File: src/rtl/disp_source_sched_if.sv
// Source/display bundle for disp_source_sched: raw buttons, four candidate
// values with valid flags in; selected value, index, mode and blank out.
interface disp_source_sched_if;
  logic       btnNext;
  logic       btnMode;
  logic [5:0] src0;
  logic [5:0] src1;
  logic [5:0] src2;
  logic [5:0] src3;
  logic [3:0] srcValid;
  logic [5:0] sixBit;
  logic [1:0] srcSel;
  logic       autoMode;
  logic       blank;

  modport master (
    output btnNext, btnMode, src0, src1, src2, src3, srcValid,
    input  sixBit, srcSel, autoMode, blank
  );

  modport slave (
    input  btnNext, btnMode, src0, src1, src2, src3, srcValid,
    output sixBit, srcSel, autoMode, blank
  );
endinterface

File: src/rtl/disp_source_sched.sv
// Shares one 6-bit display path between four sources, stepped by a debounced
// button (MANUAL) or a dwell timer (AUTO). Define DISP_SNAPSHOT_EN to freeze
// the shown value while the selection is stable.
//
// state  | meaning
// MANUAL | selection moves only on a next press or an invalid current source
// AUTO   | selection also rotates every DWELL_CYCLES clocks
module disp_source_sched #(
  parameter int DEBOUNCE_CYCLES = 500000,
  parameter int DWELL_CYCLES    = 100000000
) (
  input logic            clock,
  input logic            rst,
  disp_source_sched_if.slave bus
);
  localparam int DB_W = (DEBOUNCE_CYCLES > 1) ? $clog2(DEBOUNCE_CYCLES) : 1;
  localparam int DW_W = (DWELL_CYCLES > 1) ? $clog2(DWELL_CYCLES) : 1;
  localparam logic [DB_W-1:0] DB_LAST = DB_W'(DEBOUNCE_CYCLES - 1);
  localparam logic [DW_W-1:0] DW_LAST = DW_W'(DWELL_CYCLES - 1);

  typedef enum logic {MANUAL, AUTO} state_t;

  logic [1:0]      btn_raw, sync1, sync2, deb, press;
  logic [DB_W-1:0] db_cnt [2];
  logic            next_p, mode_p;

  assign btn_raw = {bus.btnMode, bus.btnNext};
  assign next_p  = press[0];
  assign mode_p  = press[1];

  // Bit 0 = next button, bit 1 = mode button; pulse only on accepted 0->1.
  always_ff @(posedge clock or posedge rst) begin
    if (rst) begin
      sync1     <= '0;
      sync2     <= '0;
      deb       <= '0;
      press     <= '0;
      db_cnt[0] <= '0;
      db_cnt[1] <= '0;
    end else begin
      sync1 <= btn_raw;
      sync2 <= sync1;
      for (int i = 0; i < 2; i++) begin
        press[i] <= 1'b0;
        if (sync2[i] == deb[i]) begin
          db_cnt[i] <= '0;
        end else if (db_cnt[i] == DB_LAST) begin
          db_cnt[i] <= '0;
          deb[i]    <= sync2[i];
          press[i]  <= sync2[i];
        end else begin
          db_cnt[i] <= db_cnt[i] + DB_W'(1);
        end
      end
    end
  end

  state_t          state;
  logic [DW_W-1:0] dwell;
  logic [1:0]      sel_q;
  logic [5:0]      six_q;
  logic            auto_q, blank_q;

  logic [7:0] dbl;
  logic [3:0] rot;
  logic [1:0] step, next_sel;
  logic [5:0] sel_val;
  logic       none_valid, hold, dwell_hit, advance;

  // Rotate the valid mask so bit 0 is the slot after the current one, then
  // take the lowest set bit; an all-but-current-invalid mask lands on step 3.
  always_comb begin
    dbl      = {bus.srcValid, bus.srcValid} >> ({1'b0, sel_q} + 3'd1);
    rot      = dbl[3:0];
    step     = 2'd3;
    if (rot[0])      step = 2'd0;
    else if (rot[1]) step = 2'd1;
    else if (rot[2]) step = 2'd2;
    next_sel = sel_q + 2'd1 + step;

    case (sel_q)
      2'd0:    sel_val = bus.src0;
      2'd1:    sel_val = bus.src1;
      2'd2:    sel_val = bus.src2;
      default: sel_val = bus.src3;
    endcase

    none_valid = (bus.srcValid == 4'd0);
    hold       = none_valid | blank_q;
    dwell_hit  = (state == AUTO) && (dwell == DW_LAST);
    advance    = !hold && (next_p || dwell_hit || !bus.srcValid[sel_q]);
  end

  always_ff @(posedge clock or posedge rst) begin
    if (rst) begin
      state  <= MANUAL;
      auto_q <= 1'b0;
      dwell  <= '0;
      sel_q  <= '0;
    end else begin
      if (advance) sel_q <= next_sel;
      if (mode_p) begin
        state  <= (state == MANUAL) ? AUTO : MANUAL;
        auto_q <= (state == MANUAL);
        dwell  <= '0;
      end else if (state == AUTO && !hold) begin
        if (next_p || dwell_hit) dwell <= '0;
        else                     dwell <= dwell + DW_W'(1);
      end
    end
  end

`ifdef DISP_SNAPSHOT_EN
  logic moved;
`endif

  always_ff @(posedge clock or posedge rst) begin
    if (rst) begin
      six_q   <= '0;
      blank_q <= 1'b1;
`ifdef DISP_SNAPSHOT_EN
      moved   <= 1'b0;
`endif
    end else begin
      blank_q <= none_valid;
`ifdef DISP_SNAPSHOT_EN
      moved <= advance && (next_sel != sel_q);
      if (none_valid)            six_q <= '0;
      else if (moved || blank_q) six_q <= sel_val;
`else
      six_q <= none_valid ? 6'd0 : sel_val;
`endif
    end
  end

  assign bus.sixBit   = six_q;
  assign bus.srcSel   = sel_q;
  assign bus.autoMode = auto_q;
  assign bus.blank    = blank_q;
endmodule
File: src/flat_wrapper.sv
// flat-port wrapper written by rule: the top's interface ports become plain ports
module disp_source_sched_flat 
#(
  parameter int DEBOUNCE_CYCLES = 500000,
  parameter int DWELL_CYCLES    = 100000000
)
  (clock, rst, bus_btnNext, bus_btnMode, bus_src0, bus_src1, bus_src2, bus_src3, bus_srcValid, bus_sixBit, bus_srcSel, bus_autoMode, bus_blank);
  disp_source_sched_if bus_i ();
  input logic clock;
  input logic rst;
  input wire logic [$bits(bus_i.btnNext)-1:0] bus_btnNext;
  input wire logic [$bits(bus_i.btnMode)-1:0] bus_btnMode;
  input wire logic [$bits(bus_i.src0)-1:0] bus_src0;
  input wire logic [$bits(bus_i.src1)-1:0] bus_src1;
  input wire logic [$bits(bus_i.src2)-1:0] bus_src2;
  input wire logic [$bits(bus_i.src3)-1:0] bus_src3;
  input wire logic [$bits(bus_i.srcValid)-1:0] bus_srcValid;
  output wire logic [$bits(bus_i.sixBit)-1:0] bus_sixBit;
  output wire logic [$bits(bus_i.srcSel)-1:0] bus_srcSel;
  output wire logic [$bits(bus_i.autoMode)-1:0] bus_autoMode;
  output wire logic [$bits(bus_i.blank)-1:0] bus_blank;
  assign bus_i.btnNext = bus_btnNext;
  assign bus_i.btnMode = bus_btnMode;
  assign bus_i.src0 = bus_src0;
  assign bus_i.src1 = bus_src1;
  assign bus_i.src2 = bus_src2;
  assign bus_i.src3 = bus_src3;
  assign bus_i.srcValid = bus_srcValid;
  assign bus_sixBit = bus_i.sixBit;
  assign bus_srcSel = bus_i.srcSel;
  assign bus_autoMode = bus_i.autoMode;
  assign bus_blank = bus_i.blank;
  disp_source_sched #(.DEBOUNCE_CYCLES(DEBOUNCE_CYCLES), .DWELL_CYCLES(DWELL_CYCLES)) u_core (.clock(clock), .rst(rst), .bus(bus_i));
endmodule
File: config.mk
export PLATFORM = sky130hd
export DESIGN_NAME = disp_source_sched_flat
export DESIGN_NICKNAME = d
export VERILOG_FILES = /design/src/rtl/disp_source_sched_if.sv /design/src/rtl/disp_source_sched.sv /design/src/flat_wrapper.sv
export SDC_FILE = /design/constraint.sdc
export NUM_CORES = 1
export LEC_CHECK = 0
export ABC_AREA = 1
export BUFFER_PORTS_ARGS = -buffer_cell sky130_fd_sc_hd__buf_2
export CORE_MARGIN = 1
export CORE_UTILIZATION = 55
export CTS_CLUSTER_DIAMETER = 30
export CTS_CLUSTER_SIZE = 14
export DETAILED_ROUTE_END_ITERATION = 8
export GPL_TIMING_DRIVEN = 0
export PLACE_DENSITY_LB_ADDON = 0.08
export RECOVER_POWER = 50
export SYNTH_ARGS = -nofsm -noshare
export SYNTH_HDL_FRONTEND = slang
export SYNTH_SLANG_ARGS = --single-unit
File: constraint.sdc
create_clock -name clock -period 6.3 [get_ports clock]
set_clock_uncertainty 0.05 [all_clocks]
set_input_delay 0.63 -clock clock [delete_from_list [all_inputs] [get_ports clock]]
set_output_delay 0.63 -clock clock [all_outputs]
set_load 0.05 [all_outputs]
==> impl_metrics.csv <==
group,metric,value,unit
floorplanning,core,8680,sq um
yosys,async_flop_share,1.00,
route,drt_iter0_drc,228,
yosys,yosysSeqAreaShare,0.422,
route,drt-pass1-iter-count,5,
power_and_ir_drop,powerDensity,234,nW/um^2
yosys,synthFlopType,"dfrtp_1",
route,wl_per_cell,13.1,um
worst_setup_path,path_cells,"buf_2",
sta,final-hold-violation-count,0,
route,ant_nets,0,
clocking,cts_tree,"yes",
floorplanning,initial_utilization,0.567,
clocking,cts_resized,0,
cells_and_area,diodes,0,
sta,max_slew_margin,0.349,
hold_path,holdPathStages,0,
clocking,cts.reportedPaths.clkPinSlew,0.09,ns
floorplanning,die_h,96.6,um
cells_and_area,postLayoutCellArea,5470,sq um
worst_setup_path,timing.rr.end,"u_core.db_cnt[15]",
flow_run,maxCapViolCount,0,
worst_setup_path,cp_top_family,"flip-flops",
cells_and_area,nFillCells,808,
placement,dp.cells,792,
run_status,outcome,"finished clean",
cells_and_area,layoutNonFillerInstCount,808,
floorplanning,ioPinCount,42,
global_routing,antenna_found_initial,0,
clocking,cts_hold_buf,0,
hold_path,worstHoldPathType,"reg2reg",
yosys,ys_top_cells_by_area,"dfrtp_1 (42%), nand2_1 (9.7%), nor2_1 (7.7%)",
cells_and_area,layout-drive-gt1-share,0.169,
worst_setup_path,arrival,1.17,ns
global_routing,gr-total-overflow,0,
placement,io_buffers,41,
sta,worst_slew_pin_slew,0.971,ns
sta,drv_slew,0,
worst_setup_path,crit_type,"reg2out",
sta,finalSetupTns,0,ns
worst_setup_path,ff2ff_setup_slack,4.48,ns
yosys,yosysWarnings,0,
yosys,synth_top_area_frac,0.417,
placement,placed_cell_area,5290,sq um
clocking,clk_latency,0.36,ns
cells_and_area,area_growth,11.1,%
floorplanning,row_count,34,
worst_setup_path,crit_path_end_kind,"output port",
floorplanning,die_width,96.6,um
route,vias,4273,
hold_path,hold_end,"u_core.sync2[1]",
worst_setup_path,path_buf_inv,1,
worst_setup_path,crit_slowest_cell,"dfrtp_1",
sta,finalSetupViolations,0,
yosys,synth_top_area_cell,"dfrtp_1",
yosys,synthDistinctLibCells,39,
placement,hpwl,7910,um
floorplanning,die_area,9330,sq um
yosys,syn_area,4920,sq um
yosys,ys_ff_latch,83,
route,wl,10600,um
worst_setup_path,required,5.62,ns
hold_path,min_from,"u_core.sync1[1]",
sta,final.period_utilization,0.294,
yosys,syn_nets,678,
placement,routabilityCongestion,0.881,
clocking,cts_buffer_depth,2,
route,remaining_drc_errors,0,
yosys,synth_edf_count,0,
sta,max_freq,541,MHz
global_routing,grt_pass1_vias,4075,
yosys,syn_area_per_cell,7.67,sq um
route,viasPerCell,5.29,
worst_setup_path,reg2reg_from,"u_core.db_cnt[0]",
clocking,cts.sink_count,83,
sta,min_period,1.85,ns
clocking,cts_setup_buffers,0,
yosys,synth_cells,642,
worst_setup_path,worstSetupStartpointType,"register",
power_and_ir_drop,vdd_drop_max,147,uV
global_routing,grt_start_max_net_pins,64,
clocking,cts.htree.levels,3,
worst_setup_path,reg2reg_depth,6,
worst_setup_path,critical-path-max-stage-delay,0.50,ns
worst_setup_path,critPathMaxFanout,8,
global_routing,grt_usage,0.243,
cells_and_area,fin_nets,731,
clocking,root_buffer,"clkbuf_8",
global_routing,grt_pass1_wl,18500,um
clocking,cts_buffers,9,
power_and_ir_drop,p_leak,2.50,nW
sta,rsz0062_at_grt,"false",
[cell type report]
type                       instances  area (sq um)  area share
inverter                          80           314      0.0574
sequential                        83          2080       0.380
timing repair buffer              42           233      0.0426
multi-input combinational        472          2470       0.453
buffer                             7          55.1      0.0101
clock buffer                      11           141      0.0259
clock inverter                     5          36.3     0.00664
tap                              108           135      0.0247
[sequential cells by signal, summed over array words and instances, names as in the netlist]
| signal | count |
|---|---|
| u_core.db_cnt | 38 |
| u_core.dwell | 27 |
| u_core.bus.sixBit | 6 |
| u_core.bus.srcSel | 2 |
| u_core.deb | 2 |
| u_core.press | 2 |
| u_core.sync1 | 2 |
| u_core.sync2 | 2 |
| u_core.bus.autoMode | 1 |
| u_core.bus.blank | 1 |
[placed cells by master, fill, tap and decap left out, types with 6 or more instances in the layout]
| master | count |
|---|---|
| nand3_2 | 6 |
| dfrtp_1 | 82 |
| clkbuf_8 | 10 |
| buf_2 | 42 |
| a21oi_1 | 9 |
| nand4_1 | 22 |
| nand3_1 | 56 |
| nand2_1 | 128 |
| o21ai_0 | 21 |
| nor2_1 | 101 |
| o211ai_1 | 6 |
| nor2_4 | 6 |
| nand2_2 | 12 |
| xor2_1 | 27 |
| inv_1 | 76 |
| nor2_2 | 16 |
| o21ai_1 | 8 |
| nor3_1 | 21 |
[power breakdown]
part / total (mW) / leakage [nW] / internal (mW) / switching [mW]
sequential: 0.579 / 1.11 / 0.563 / 0.0158
combinational: 0.346 / 1.30 / 0.0988 / 0.247
clock: 0.357 / 0.0937 / 0.156 / 0.201
[stage by stage]
stage	worst slack [ns]	utilization	total power, mW	hold WS, ns
2_1_floorplan	3.48	-	0.850	0.281
3_3_place_gp	2.46	0.607	0.925	0.286
3_5_place_dp	4.26	0.610	0.936	0.285
4_1_cts	4.44	0.630	1.29	0.151
5_1_grt	4.34	0.630	1.36	0.307
6_report	4.45	0.630	1.28	0.302
[synth_stat cells, drive strengths merged (2+ instances only)]
cell    number
nor3b        6
nand2      142
dfrtp       82
o21ai       29
ha           4
nor2       123
inv         79
a21oi        9
nand3       62
nor3        27
xor2        27
nand3b       3
xnor2        4
nand4       23
buf          4
o211ai       6
clkbuf       3
o21bai       2
[how the worst max path moves through the flow]
stage	endpoint	slack [ns]	startpoint	cells after the start
after floorplan	u_core.bus.autoMode	3.48	rst	1
after global placement	u_core.db_cnt[26]	2.46	rst	2
after detailed placement	u_core.bus.srcSel[1]	4.26	bus_srcValid[3]	10
after CTS	bus_blank	4.44	u_core.bus.blank	1
after global routing	u_core.dwell[5]	4.34	u_core.dwell[0]	11
final	bus_srcSel[1]	4.45	u_core.bus.srcSel[1]	1
[per-layer routing]
layer	share of wire	track usage
met5	0	0
met3	0.040	0.0462
met4	0.017	0.0873
met1	0.47	0.330
met2	0.48	0.388
[logic make-up (layout without fill, tap and decap cells)]
kind of cell               Yosys count  in the layout  share of synthesized area
buffers and inverters               87            145                     0.0747
adders and majority gates            4              4                     0.0102
xor gates and xnor gates            31             31                     0.0551
and+or+nand+nor                    389            389                      0.384
DFF                                 83             83                      0.422
AOI/OAI and AO/OA                   48             48                     0.0539
No activity file was read; power rests on OpenSTA's default activity.
